===== src/rtl/irq_pkg.sv =====
// Shared definitions for the interrupt request priority encoder.
package irq_pkg;

    localparam int N_REQ = 8;
    localparam int ID_W  = 3;

    typedef enum logic {
        IDLE,
        PRESENT
    } state_t;

    function automatic logic [N_REQ-1:0] onehot(input logic [ID_W-1:0] id);
        logic [N_REQ-1:0] v;
        v     = '0;
        v[id] = 1'b1;
        return v;
    endfunction

endpackage


===== src/rtl/prio_enc8.sv =====
// Combinational 8-to-3 priority encoder; the highest set index wins.
module prio_enc8
    import irq_pkg::*;
(
    input  logic [N_REQ-1:0] in,
    output logic [ID_W-1:0]  id,
    output logic             any
);

    // Ascending scan so that the last (highest) set bit overrides lower ones.
    always_comb begin
        id  = '0;
        any = |in;
        for (int i = 0; i < N_REQ; i++) begin
            if (in[i]) begin
                id = ID_W'(i);
            end
        end
    end

endmodule


===== src/rtl/irq_encoder.sv =====
// Registered priority encoder: captures request edges into a pending register
// and offers the highest-index unmasked pending request on a valid/ready handshake.
module irq_encoder
    import irq_pkg::*;
(
    input  logic             clk,
    input  logic             rst_n,
    input  logic [N_REQ-1:0] req_in,
    input  logic [N_REQ-1:0] mask,
    input  logic             id_ready,
    input  logic             ovf_clr,
    output logic [ID_W-1:0]  id_out,
    output logic             id_valid,
    output logic [N_REQ-1:0] onehot_out,
    output logic [N_REQ-1:0] pending,
    output logic             overflow
);

    logic [N_REQ-1:0] req_q;
    logic [N_REQ-1:0] rise;
    logic [N_REQ-1:0] clr;
    logic [N_REQ-1:0] lost;
    logic [N_REQ-1:0] cand;
    logic [ID_W-1:0]  win_id;
    logic             win_any;
    state_t           state;

    // A request arriving on a bit that is being accepted this cycle survives as a new request.
    assign rise = req_in & ~req_q;
    assign clr  = (id_valid && id_ready) ? onehot(id_out) : '0;
    assign lost = rise & pending & ~clr;
    assign cand = pending & ~mask;

    prio_enc8 u_prio (
        .in  (cand),
        .id  (win_id),
        .any (win_any)
    );

    always_ff @(posedge clk or negedge rst_n) begin
        if (!rst_n) begin
            req_q      <= '0;
            pending    <= '0;
            overflow   <= 1'b0;
            id_out     <= '0;
            id_valid   <= 1'b0;
            onehot_out <= '0;
            state      <= IDLE;
        end else begin
            req_q   <= req_in;
            pending <= rise | (pending & ~clr);

            if (|lost) begin
                overflow <= 1'b1;
            end else if (ovf_clr) begin
                overflow <= 1'b0;
            end

            // The offered ID stays frozen until accepted, even if mask or pending change.
            case (state)
                IDLE: begin
                    if (win_any) begin
                        id_out     <= win_id;
                        onehot_out <= onehot(win_id);
                        id_valid   <= 1'b1;
                        state      <= PRESENT;
                    end
                end
                PRESENT: begin
                    if (id_ready) begin
                        onehot_out <= '0;
                        id_valid   <= 1'b0;
                        state      <= IDLE;
                    end
                end
                default: begin
                    onehot_out <= '0;
                    id_valid   <= 1'b0;
                    state      <= IDLE;
                end
            endcase
        end
    end

endmodule


===== config.mk =====
export PLATFORM = sky130hd
export DESIGN_NAME = irq_encoder
export DESIGN_NICKNAME = d
export VERILOG_FILES = /design/src/rtl/irq_pkg.sv /design/src/rtl/prio_enc8.sv /design/src/rtl/irq_encoder.sv
export SDC_FILE = /design/constraint.sdc
export NUM_CORES = 1
export LEC_CHECK = 0
export CAP_MARGIN = 25
export CORE_MARGIN = 5
export CORE_UTILIZATION = 41
export CTS_BUF_LIST = sky130_fd_sc_hd__clkbuf_16
export DETAILED_ROUTE_END_ITERATION = 8
export PLACE_DENSITY = 0.73
export SLEW_MARGIN = 20
export SYNTH_ARGS = -nofsm -noshare
export SYNTH_HDL_FRONTEND = slang
export SYNTH_HIERARCHICAL = 1
export SYNTH_SLANG_ARGS = --single-unit

===== constraint.sdc =====
create_clock -name clk -period 1.4 [get_ports clk]
set_input_delay 0.28 -clock clk [delete_from_list [all_inputs] [get_ports clk]]
set_output_delay 0.28 -clock clk [all_outputs]
set_load 0.02 [all_outputs]

# ---- After elaboration in Yosys (flattened, before gate mapping)
# Index checks and enable logic that the tools add are counted.
dict set report word_totals {
  ram_bits 0
  memories 0
  rom_bits 0
  latch_bits 0
  in_bits 20
  out_inout_bits 21
  ff_bits 30
}
dict set report op_classes {
  n_addsub 0
  eq_ne 2
  n_shift 0
  mux 23
  reduce_logical 8
  n_mul 0
  order_cmp 4
  n_div 0
  bitwise 10
}
# op count
set ops {}
lappend ops {{AND 8 bit} 5}
lappend ops {{two-way mux 8 bit} 3}
lappend ops {{inverter 8 bit} 3}
lappend ops {{case mux 8 bit (2 select lines)} 1}
lappend ops {{OR reduction 8 bit} 2}
lappend ops {{two-way mux 3 bit} 4}
lappend ops {{two-way mux 1 bit} 9}
lappend ops {{less-than comparator 3 x 4 -> 1 bit, second input constant} 2}
lappend ops {{OR 8 bit} 1}
lappend ops {{demux 1 bit (select 3 bit)} 2}
lappend ops {{greater-or-equal comparator 3 x 1 -> 1 bit, second input constant} 2}
lappend ops {{two-way mux 2 bit} 2}
lappend ops {{case mux 1 bit (2 select lines)} 2}
lappend ops {{AND reduction 2 bit} 2}
lappend ops {{logical AND 1 bit} 3}
lappend ops {{!= test 2 x 1 -> 1 bit, second input constant} 1}
lappend ops {{!= test 2 bit, second input constant} 1}
lappend ops {{nonzero test 2 bit} 1}
lappend ops {{inverter 1 bit} 1}

# ---- Logic depth before layout (Yosys ltp)
dict set report logic_depth {
  depth_word 15
  depth_mapped 8
  ltp_nobuf 8
}

# ---- Modules after synthesis
# Netlist, hierarchy kept.
# mod instances area_each_um2 cells_each
set by_module_without_submodules {}
lappend by_module_without_submodules {irq_encoder 1 1217.4 107}
lappend by_module_without_submodules {prio_enc8 1 66.3 12}

# ---- Worst setup path after synthesis
# OpenSTA, ideal clock, no wires.
dict set report synth_timing {
  path_type {reg2reg}
  from {reg pending[4]}
  to {reg onehot_out[3]}
  slack_ps -257
  period_less_slack_ps 1657
  setup_ps 95
  stages_incl_launch_ff 8
  t_arrival_ps 1561
  path_cell_list {dfrtp_1 > nor2b_1 > nor2_1 > nand4_1 > nor2b_1 > a21oi_1 > nand2_1 > o31ai_1}
}
dict set report synth_via {
  elab_cells_between_ends 15
  cone_classes {order compare: 2; eq/ne: 1; mux: 8; bitwise: 1; reduce/logical: 3}
}
# item line_no
set synth_lines {}
lappend synth_lines {{from (decl)} irq_encoder.sv:15} ;# output logic [N_REQ-1:0] pending,
lappend synth_lines {{from (signal assigned)} irq_encoder.sv:51} ;# pending <= rise | (pending & ~clr);
lappend synth_lines {{AND 8 bit} irq_encoder.sv:32} ;# assign cand = pending & ~mask;
lappend synth_lines {{named net cand[4]} irq_encoder.sv:23} ;# logic [N_REQ-1:0] cand;
lappend synth_lines {{OR reduction 8 bit} prio_enc8.sv:13} ;# any = |in;
lappend synth_lines {{named net win_any} irq_encoder.sv:25} ;# logic win_any;
lappend synth_lines {{!= test 2 x 1 -> 1 bit (no line)} -}
lappend synth_lines {{AND reduction 2 bit (no line)} -}
lappend synth_lines {{to (signal assigned)} irq_encoder.sv:64} ;# onehot_out <= onehot(win_id);
lappend synth_lines {{to (decl)} irq_encoder.sv:14} ;# output logic [N_REQ-1:0] onehot_out,
# The timed path passes the listed nets, and every way through them passes these cells. The select of a mux whose other input is x is not followed.
# A chain may end at the register's enable or synchronous reset.

# ---- Final worst setup path
dict set report layout_timing {
  from {reg pending[4]}
  to {reg onehot_out[2]}
}
# Same word-level chain as after synthesis.

==> flow_summary_export.csv <==
group,metric,value,unit
logic_synthesis,ys_async_sr_fraction,100,%
floorplanning,start_util,42.4,%
routing,dr.pass1.iters,4,
cells_and_area,num_antenna_cells,0,
floorplanning,die_h,66.0,um
cells_and_area,drive_gt1_share,40.1,%
timing,clock.fmax,627,MHz
run_status,violations,"negative setup slack",
place,dp_hpwl,2.75,mm
logic_synthesis,synth_edf_count,0,
logic_synthesis,synth-seq-area-share,58.5,%
cells_and_area,layout_commonest_cell,"buf_4",
logic_synthesis,synth_flop_cell,"dfrtp_1",
floorplanning,die_x,66.0,um
cells_and_area,syn2layout_area_growth,72.3,%
timing,finalCriticalPeriod,1.59,ns
clock_network,htree_levels,2,
timing,fin_crit_sh,114,%
worst_setup_path,cp-end-kind,"register",
clock_network,cts_root_buf,"clkbuf_16",
routing,viasPerCell,5.05,
floorplanning,core,0.00303,mm2
timing,tns,-1.64,ns
timing,clock_skew,0.00358,ns
floorplanning,ioPinCount,41,
clock_network,cts_tree,"done",
worst_setup_path,cp_max_fo,8,
grt,grt_start_max_net_pins,31,
routing,drc,0,
logic_synthesis,synth_cell_type_count,27,
timing,max-slew-margin-rel,77.5,%
routing,vias,1218,
clock_network,clock_latency,0.27,ns
clock_network,clk_pin_slew,0.05,ns
cells_and_area,stdcell_area,0.00221,mm2
logic_synthesis,syn_nets,139,
cells_and_area,final_cell_mix,"buf_4, dfrtp_1, dlygate4sd2_1",
clock_network,hold_buffers,0,
pwr,p_leak,0.00107,uW
place,placed_cell_area,0.00200,mm2
job,max-cap-violations,0,
grt,grt_overflow_total,0,
clock_network,clkSinkCount,30,
logic_synthesis,synth_cells,119,
place,port_buffers,40,
place,dp.cells,226,
clock_network,clock_path_buffers,2,
timing,setup-violations-final,13,
logic_synthesis,synth-seq-cells,30,
logic_synthesis,syn_area,0.00128,mm2
routing,ant_nets,0,
timing,tightest_slew,0.335,ns
grt,grt_pass1_vias,1309,
timing,fin_ws,-0.194,ns
logic_synthesis,synth_warnings,6,
run_status,status,"finished with violations",
pwr,peakVddDrop,1090,uV
routing,wl_per_cell,16.8,um
floorplanning,die_area,0.00435,mm2
grt,antenna_found_initial,0,
hold_path,hold_path_class,"input pin to async pin",
grt,grt_usage,20.4,%
cells_and_area,fin_util,73.1,%
timing,slew_violations,0,
worst_setup_path,r2r-start,"pending[4]$_DFF_PN0_",
routing,drt_iter0_drc,43,
worst_setup_path,criticalPathCategory,"register to register",
cells_and_area,final_nets,216,
floorplanning,row_count,20,
grt,grt_pass1_wl,6.49,mm
routing,wl,4.04,mm
worst_setup_path,cp-start-kind,"register",
place,pre_cts_slack,-0.496,ns
timing,rsz0062_at_grt,"true",
cells_and_area,final_cells,241,
place,gp_congestion,0.786,
timing,hold_viol_final,0,
worst_setup_path,crit_required,1.58,ns
worst_setup_path,cp.arrival,1.78,ns
worst_setup_path,crit_start,"pending[4]$_DFF_PN0_",
logic_synthesis,syn_area_per_cell,10.8,um2
pwr,power_density,1930,mW/mm2
clock_network,numCtsBuffers,5,
-- routing by layer --
metal	share of wire, %	up-vias	GRT usage [%]	routed length, um
met5	0	-	0	0
li1	-	583	-	-
met2	54	31	36.5	2190
met3	4.5	10	6.29	182
met1	39	594	22.7	1590
met4	1.9	0	7.36	75
-- cells in the mapped netlist (2+ instances only) --
| library cell | count | area [um2] |
|---|---|---|
| o22a_1 | 2 | 17.5 |
| nor2b_1 | 9 | 56.3 |
| inv_1 | 10 | 37.5 |
| a21oi_1 | 3 | 15.0 |
| nand2_1 | 16 | 60.1 |
| nand2b_1 | 5 | 31.3 |
| dfrtp_1 | 30 | 751 |
| nor2_1 | 7 | 26.3 |
| nand4_1 | 2 | 12.5 |
| o31ai_1 | 7 | 52.6 |
| o21ai_0 | 9 | 45.0 |
| a32o_1 | 4 | 40.0 |
-- power by group --
part | switching (uW) | total, uW | internal (uW)
Sequential | 209 | 1310 | 1100
Clock | 359 | 1010 | 646
Combinational | 1040 | 1960 | 916
-- through the flow --
stage | total power, uW | hold slack [ns]
finish | 4280 | 0.372
global route | 4510 | 0.386
CTS | 4190 | 0.384
detailed placement | 3190 | 0.472
global placement | 3130 | 0.449
floorplan | 2200 | -0.0156
-- timing repair --
item | 4_1_cts | 5_1_grt
buffers inserted | 4 | 3
hold endpoints to repair | 0 | 0
pin swaps | 10 | 11
endpoints found under the setup margin | 37 | 23
resized for setup | 43 | 15
-- critical path, stage by stage (launching register included) --
cell     delay, ns
dfrtp_2       0.41
nor2b_4       0.14
nor2_2        0.13
nand4_1       0.19
nor2b_4       0.21
a21oi_4       0.25
nand2_1       0.10
o31ai_1       0.07
-- flip-flops by register name (all words and copies together) (netlist names) --
name and cells:
id_out 3, onehot_out 8, overflow 1, req_q 8
id_valid 1, state 1, pending 8
-- cell type report --
class	instances	area, um2
Inverter	11	41.3
Fill cell	219	816
Sequential cell	30	759
Clock inverter	3	16.3
Multi-Input combinational cell	78	616
Timing Repair Buffer	70	599
Tap cell	44	55.1
Clock buffer	5	125
-- logic make-up after synthesis --
group           share of synthesized area (%)
simple gates                             18.3
buf+inv                                  3.22
compound gates                           20.0
flops                                    58.5
-- worst paths after layout --
check | to | slack (ns) | cells after the start
worst max-delay path | onehot_out[2]$_DFFE_PN0P_ | -0.19 | 7
worst min-delay path | req_q[7]$_DFF_PN0_ | 0.37 | 2
worst max register to register | onehot_out[2]$_DFFE_PN0P_ | -0.19 | 7
worst min register to register | pending[6]$_DFF_PN0_ | 0.48 | 1
max in group asynchronous | pending[4]$_DFF_PN0_ | 0.85 | 2
min in group clk | id_valid$_DFFE_PN0P_ | 0.45 | 3
(Power assumes the default switching activity.)
